[src/rtl/crypt_out_buffer.sv]
// Cipher output FIFO: stores 64-bit blocks and serializes each as two 32-bit beats (high half first).
// Optional drop counter output when CRYPT_OBUF_DROP_CNT_EN is defined.
//   state | meaning
//   IDLE  | nothing presented, out_vld low
//   HI    | presenting head[63:32] (cipher bits 0..31)
//   LO    | presenting head[31:0], out_last high; handshake pops the head
module crypt_out_buffer #(
  parameter  int DEPTH = 4,
  localparam int AW    = $clog2(DEPTH)
) (
  input  logic          clk,
  input  logic          rst_n,
  input  logic [63:0]   in_data,
  input  logic          in_vld,
  output logic [31:0]   out_data,
  output logic          out_vld,
  input  logic          out_rdy,
  output logic          out_last,
  output logic [AW:0]   level,
  output logic          empty,
  output logic          full,
  output logic          ovf,
`ifdef CRYPT_OBUF_DROP_CNT_EN
  output logic [7:0]    drop_cnt,
`endif
  input  logic          ovf_clr
);

  typedef enum logic [1:0] {IDLE, HI, LO} state_t;

  localparam logic [AW:0]   LVL_FULL = (AW+1)'(DEPTH);
  localparam logic [AW:0]   LVL_ONE  = (AW+1)'(1);
  localparam logic [AW-1:0] PTR_ONE  = AW'(1);

  state_t        state;
  logic [63:0]   mem [DEPTH];
  logic [AW-1:0] wr_ptr;
  logic [AW-1:0] rd_ptr;
  logic [AW:0]   level_nxt;
  logic [63:0]   head;
  logic [63:0]   next_head;
  logic          pop;
  logic          wr_en;
  logic          drop;

  // in_data[63] carries cipher bit 0 (MSB), so head[63:32] is the cipher's [0:31] half
  assign head      = mem[rd_ptr];
  assign next_head = mem[rd_ptr + PTR_ONE];
  assign pop       = (state == LO) && out_rdy;
  assign wr_en     = in_vld && (!full || pop);
  assign drop      = in_vld && full && !pop;

  always_comb begin
    level_nxt = level;
    if (wr_en && !pop)
      level_nxt = level + LVL_ONE;
    else if (!wr_en && pop)
      level_nxt = level - LVL_ONE;
  end

  // Storage has no reset; pointers and level define what is valid.
  always_ff @(posedge clk) begin
    if (wr_en)
      mem[wr_ptr] <= in_data;
  end

  always_ff @(posedge clk or negedge rst_n) begin
    if (!rst_n) begin
      wr_ptr <= '0;
      rd_ptr <= '0;
      level  <= '0;
      empty  <= 1'b1;
      full   <= 1'b0;
      ovf    <= 1'b0;
    end else begin
      if (wr_en)
        wr_ptr <= wr_ptr + PTR_ONE;
      if (pop)
        rd_ptr <= rd_ptr + PTR_ONE;
      level <= level_nxt;
      empty <= (level_nxt == '0);
      full  <= (level_nxt == LVL_FULL);
      if (drop)
        ovf <= 1'b1;
      else if (ovf_clr)
        ovf <= 1'b0;
    end
  end

`ifdef CRYPT_OBUF_DROP_CNT_EN
  always_ff @(posedge clk or negedge rst_n) begin
    if (!rst_n)
      drop_cnt <= '0;
    else if (ovf_clr)
      drop_cnt <= {7'd0, drop};
    else if (drop && drop_cnt != 8'hFF)
      drop_cnt <= drop_cnt + 8'd1;
  end
`endif

  // On the LO pop, the next head is already stored whenever level > 1, so HI follows with no bubble.
  always_ff @(posedge clk or negedge rst_n) begin
    if (!rst_n) begin
      state    <= IDLE;
      out_vld  <= 1'b0;
      out_last <= 1'b0;
      out_data <= '0;
    end else begin
      case (state)
        IDLE: begin
          if (level != '0) begin
            state    <= HI;
            out_vld  <= 1'b1;
            out_last <= 1'b0;
            out_data <= head[63:32];
          end
        end
        HI: begin
          if (out_rdy) begin
            state    <= LO;
            out_last <= 1'b1;
            out_data <= head[31:0];
          end
        end
        LO: begin
          if (out_rdy) begin
            if (level > LVL_ONE) begin
              state    <= HI;
              out_last <= 1'b0;
              out_data <= next_head[63:32];
            end else begin
              state    <= IDLE;
              out_vld  <= 1'b0;
              out_last <= 1'b0;
              out_data <= '0;
            end
          end
        end
        default: begin
          state    <= IDLE;
          out_vld  <= 1'b0;
          out_last <= 1'b0;
          out_data <= '0;
        end
      endcase
    end
  end

endmodule
[config.mk]
export PLATFORM = sky130hd
export DESIGN_NAME = crypt_out_buffer
export DESIGN_NICKNAME = d
export VERILOG_FILES = /design/src/rtl/crypt_out_buffer.sv
export SDC_FILE = /design/constraint.sdc
export NUM_CORES = 1
export LEC_CHECK = 0
export CORE_ASPECT_RATIO = 1.5
export CORE_UTILIZATION = 49
export DETAILED_ROUTE_END_ITERATION = 10
export PLACE_DENSITY = 0.76
export SLEW_MARGIN = 5
export SYNTH_ARGS = -nofsm -noshare
export SYNTH_HDL_FRONTEND = slang
export SYNTH_SLANG_ARGS = --single-unit
[constraint.sdc]
create_clock -name clk -period 9 [get_ports clk]
set_clock_uncertainty 0.05 [all_clocks]
set_input_delay 1.8 -clock clk [delete_from_list [all_inputs] [get_ports clk]]
set_output_delay 1.8 -clock clk [all_outputs]
set_load 0.005 [all_outputs]
==> results of run 1 <==
sequential cells by signal, indices dropped and copies added (netlist names), 2 cells and up:
| name | flops |
|---|---|
| level | 3 |
| state | 2 |
| mem | 256 |
| rd_ptr | 2 |
| out_data | 32 |
| wr_ptr | 2 |
power groups by stage:
stage               Combinational, mW  Sequential (mW)  Clock, mW
floorplan                        1.34             1.98          0
global placement                 1.71             2.12          0
global route                     1.88             2.16       1.28
CTS                              1.77             2.13       1.23
detailed placement               1.76             2.15          0
finish                           1.76             2.13       1.21
worst min-delay path by stage:
stage	from	to	depth (start not counted)
finish	out_data[23]	out_data[23]	1
CTS	out_data[18]	out_data[18]	1
detailed placement	out_data[23]	out_data[23]	1
global route	out_data[23]	out_data[23]	1
floorplan	out_vld	out_vld	1
global placement	out_data[18]	out_data[18]	1
cell families (layout without fill, tap and decap cells):
logic type,Yosys count,in the layout,synth area share (%)
compound gates,108,108,6.92
xor+xnor,5,5,0.338
fa+ha+maj,8,8,0.773
buf+inv,53,175,2.39
flops,302,302,68.2
mux,135,135,18.4
simple gates,77,77,2.90
through the flow:
step	instances	setup WS, ns	instance area, sq um	total power, mW
2_1_floorplan	688	4.54	13000	3.32
3_3_place_gp	1094	4.09	14300	3.83
3_5_place_dp	1094	3.95	14300	3.91
4_1_cts	1143	4.50	15200	5.13
5_1_grt	1143	4.30	15200	5.32
6_report	1143	4.46	15200	5.10
final cells by class:
cell class,count,area share (%)
Multi-Input combinational cell,333,25.1
Timing Repair Buffer,118,7.57
Clock inverter,12,1.13
Tap cell,333,2.74
Inverter,8,0.198
Clock buffer,37,5.10
Sequential cell,302,58.2
routing by layer:
metal	track usage (%)	up-vias	part of all wire (%)
li1	-	3081	-
met1	26.3	3761	36
met2	40.4	293	55
met3	2.97	54	5.9
met4	8.31	0	3.1
met5	0	-	0
worst max-delay path, cell delays in order:
cell             delay, ns
clkdlybuf4s50_1       0.64
nand3b_2              0.26
a21boi_1              0.47
and2_2                0.86
buf_4                 0.60
Yosys cell counts (3+ instances only):
cell type / number / area share, %
mux2_1: 19 / 1.7
dfrtp_1: 45 / 8.7
nor2b_1: 3 / 0.14
xnor2_1: 5 / 0.34
clkbuf_1: 7 / 0.20
and2_1: 5 / 0.24
a21oi_1: 17 / 0.66
nor2_1: 5 / 0.14
a222oi_1: 19 / 1.5
buf_2: 24 / 0.93
buf_4: 7 / 0.41
inv_1: 7 / 0.20
ha_1: 8 / 0.77
o21ai_0: 9 / 0.35
mux2_2: 37 / 3.2
buf_6: 5 / 0.43
nand2_1: 49 / 1.4
edfxtp_1: 256 / 59
mux4_2: 77 / 13
a221o_1: 32 / 2.5
a211oi_1: 19 / 1.1
layout by cell type, fill, tap and decap left out, drive strengths merged, types with 17 or more instances in the layout:
cell type      synthesis  final
edfxtp               256    256
clkdlybuf4s50          0    107
mux4                  77     77
mux2                  57     57
nand2                 49     49
dfrtp                 45     45
clkbuf                 7     37
a221o                 32     32
a222oi                19     19
a211oi                19     19
a21oi                 17     17
==> results.txt, run 1 <==
CTS clk-pin slew, worst paths - 0.06 ns
Synth unique cells - 48
Core box area - 0.0259 sq mm
Worst-path fanout max - 34
VDD IR max - 0.000202 V
Synth Instances - 688
Drt initial violations - 559
DR vias - 7189
DIE HEIGHT - 201 microns
Post-CTS sizing - 0
Setup CP Type - in -> reg
Global-route wire length before repair - 44.9 mm
FF-to-FF path depth - 5
Clk root buf - clkbuf_16
Seq. cell area - 0.00885 sq mm
Final hold violations - 0
Comb pwr share - 34.5%
Outcome - finished, final reports clean
Syn Area/Cell - 18.8 sq um
Main synth FF type - edfxtp_1
Die width - 135 microns
Vias in the first global route - 7792
Avg WL per Cell - 25.7 microns
R2R Path End - out_data[1]
Final setup viols - 0
Syn. warnings - 0
Sum Neg Setup Slack - 0 ns
Setup crit start kind - input port
Worst slew margin - 18.0%
Register share of total power - 41.7%
Layout cell share with drive strength beyond 1 - 22.7%
Syn nets - 765
Synth-to-layout area growth - 17.3%
Layout Nets - 867
Int Pwr - 3.45 mW
Cell area after synthesis - 0.0130 sq mm
IO Pins - 109
CTS buffer count - 27
Htree depth - 1
Setup crit end - mem[2][48]
Initial Util - 50.1%
Fraction of registers with async set/reset - 15.2%
WP data arrival - 4.65 ns
CP startpoint - out_rdy
Switching power - 1.65 mW
Worst skew pair latency - 0.54 ns
Sw Ratio - 32.4%
Port-buffer cells - 108
Hold Slack - 0.477 ns
TritonRoute pass-1 iters - 8
Worst endpoint required time - 9.11 ns
Initial antenna violation count - 0
Setup bufs post-CTS - 0
Via/cell ratio - 6.29
WL final - 29.4 mm
Max Freq - 221 MHz
Final core occ - 58.8%
Hold_buf cts - 0
RSZ-0062 raised after global routing - false
Antenna diode count - 0
Number of core rows - 72
Max Slew Vio Count - 0
MaxCap Viol Count - 0
Drt drc - 0
FF-to-FF Start - rd_ptr[1]
FF-to-FF setup slack - 5.33 ns
CTS tree - built
Crit path time final - 4.54 ns
Seq/Total Area, Yosys - 68.2%
Power Dens Cells - 335 mW/mm^2
Clock power frac - 23.8%
Clk sinks - 302
Pleak - 5.09 nW
Period utilisation layout - 50.4%
Multi-input gate area - 0.00381 sq mm
Placer Congestion - 0.832
Number of routed nets with antenna violations - 0
Dpl hpwl - 18.6 mm
Overall Global Routing Usage - 22.1%
Grt ovf - 0
Clock tree buffer depth - 3
Crit. End Element - flop
Largest net degree at the start of global routing - 72
Fillers - 1842
Hold Path Class - reg -> reg
Die ar. - 0.0271 sq mm
Yosys reg bits - 302
Post-synth EDFFs - 256
Least-Margin Pin Slew - 1.23 ns
(Power assumes the default switching activity.)
==> run 2: changes to the inputs <==
clock period = 4.7 ns   (was 9 ns; I/O delays follow)
==> results.txt, run 2 (synthesized netlist as in run 1, its figures left out) <==
Outcome - finished, final reports clean
Hold Slack - 0.436 ns
Worst path slowest cell - clkdlybuf4s50_1
Crit path time final - 2.96 ns
Setup crit start kind - input port
Switching power - 3.14 mW
Clk root buf - clkbuf_16
Register share of total power - 40.6%
MaxCap Viol Count - 0
Int Pwr - 6.60 mW
Worst skew pair latency - 0.55 ns
Setup CP Type - in -> reg
Worst slew margin - 33.7%
Least-Margin Pin Slew - 0.995 ns
Layout Nets - 873
VDD IR max - 0.000378 V
TritonRoute pass-1 iters - 7
Layout cell share with drive strength beyond 1 - 23.0%
CTS clk-pin slew, worst paths - 0.07 ns
FF-to-FF path depth - 5
CTS tree - built
Critical Path Max Stage Delay - 0.64 ns
Final hold violations - 0
Sw Ratio - 32.3%
DR vias - 7218
Chain of cells forming the critical path - clkdlybuf4s50_1 -> nand3b_2 -> a21boi_1 -> and2_2 -> buf_4
Clock tree buffer depth - 3
Final core occ - 59.0%
Post-CTS sizing - 0
DIE HEIGHT - 201 microns
Dpl hpwl - 18.5 mm
Largest net degree at the start of global routing - 78
Drt drc - 0
Period utilisation layout - 63.1%
Via/cell ratio - 6.27
Hold_buf cts - 0
Port-buffer cells - 108
Avg WL per Cell - 25.1 microns
Sum Neg Setup Slack - 0 ns
Synth-to-layout area growth - 17.8%
WP data arrival - 3.08 ns
Max Slew Vio Count - 0
Clock power frac - 23.7%
Die ar. - 0.0271 sq mm
WL final - 28.9 mm
Setup bufs post-CTS - 0
Max reg flops - 256
RSZ-0062 raised after global routing - false
Initial antenna violation count - 1
Hold Path Class - in -> async
Pleak - 5.11 nW
IO Pins - 109
Die width - 135 microns
Comb pwr share - 35.7%
Number of core rows - 72
Biggest regs - mem x256, out_data x32, level x3
Max Freq - 337 MHz
Overall Global Routing Usage - 21.9%
Top reg by flops - mem
Placer Congestion - 0.895
Number of routed nets with antenna violations - 0
Power Dens Cells - 638 mW/mm^2
Htree depth - 1
Commonest non-fill, non-tap cell in the layout - edfxtp_1
Core box area - 0.0259 sq mm
Global-route wire length before repair - 44.5 mm
Crit. End Element - flop
Initial Util - 50.1%
Worst-path fanout max - 37
Drt initial violations - 667
Commonest cells after routing, fill and taps aside - edfxtp_1 (256), clkdlybuf4s50_1 (107), mux4_2 (77)
CTS buffer count - 28
Vias in the first global route - 7621
Final setup viols - 0
Worst endpoint required time - 4.82 ns
Grt ovf - 0
Clk sinks - 302
[run 2: power groups by stage]
stage | clock, mW | combinational (mW) | sequential, mW
after floorplan | 0 | 2.56 | 3.80
after global placement | 0 | 3.39 | 3.95
after detailed placement | 0 | 3.50 | 4.00
after CTS | 2.34 | 3.52 | 3.96
after global routing | 2.44 | 3.73 | 4.02
final | 2.31 | 3.47 | 3.96
[run 2: layout make-up]
type                            instances  area, sq um
Fill cell                            1832        10600
Sequential cell                       302         8850
Multi-Input combinational cell        333         3810
Timing Repair Buffer                  123         1210
Clock buffer                           36          752
Tap cell                              333          417
Clock inverter                         16          181
Inverter                                8         30.0
Antenna cell                            1         2.50
[run 2: per-layer routing]
layer / vias up / track usage, % / share of wire, %
met2: 299 / 38.1 / 53
met3: 70 / 3.28 / 5.8
li1: 3100 / - / -
met1: 3749 / 26.7 / 36
met5: - / 0 / 0
met4: 0 / 10.5 / 4.6
[run 2: final timing paths]
| check | endpoint | from | slack [ns] |
|---|---|---|---|
| setup reg to reg | out_data[0] | rd_ptr[1] | 1.89 |
| hold / removal | out_data[13] | rst_n | 0.44 |
| max in group asynchronous | rd_ptr[1] | rst_n | 3.68 |
| setup / recovery | mem[1][63] | out_rdy | 1.74 |
| min in group clk | out_data[13] | out_data[13] | 0.48 |
| hold reg to reg | out_data[13] | out_data[13] | 0.48 |
[run 2: per-stage QoR]
step	worst slack (ns)	area [sq um]	std cells	power [mW]
2_1_floorplan	1.10	13000	688	6.36
3_3_place_gp	1.32	14300	1099	7.34
3_5_place_dp	1.19	14300	1099	7.50
4_1_cts	1.74	15300	1151	9.81
5_1_grt	1.61	15300	1152	10.2
6_report	1.74	15300	1152	9.74
[run 2: critical path, delay by kind of cell]
family                 cells  cell delay (ns)
buffers and inverters      2             1.12
AOI/OAI and AO/OA          1             0.48
and+or+nand+nor            2             0.51
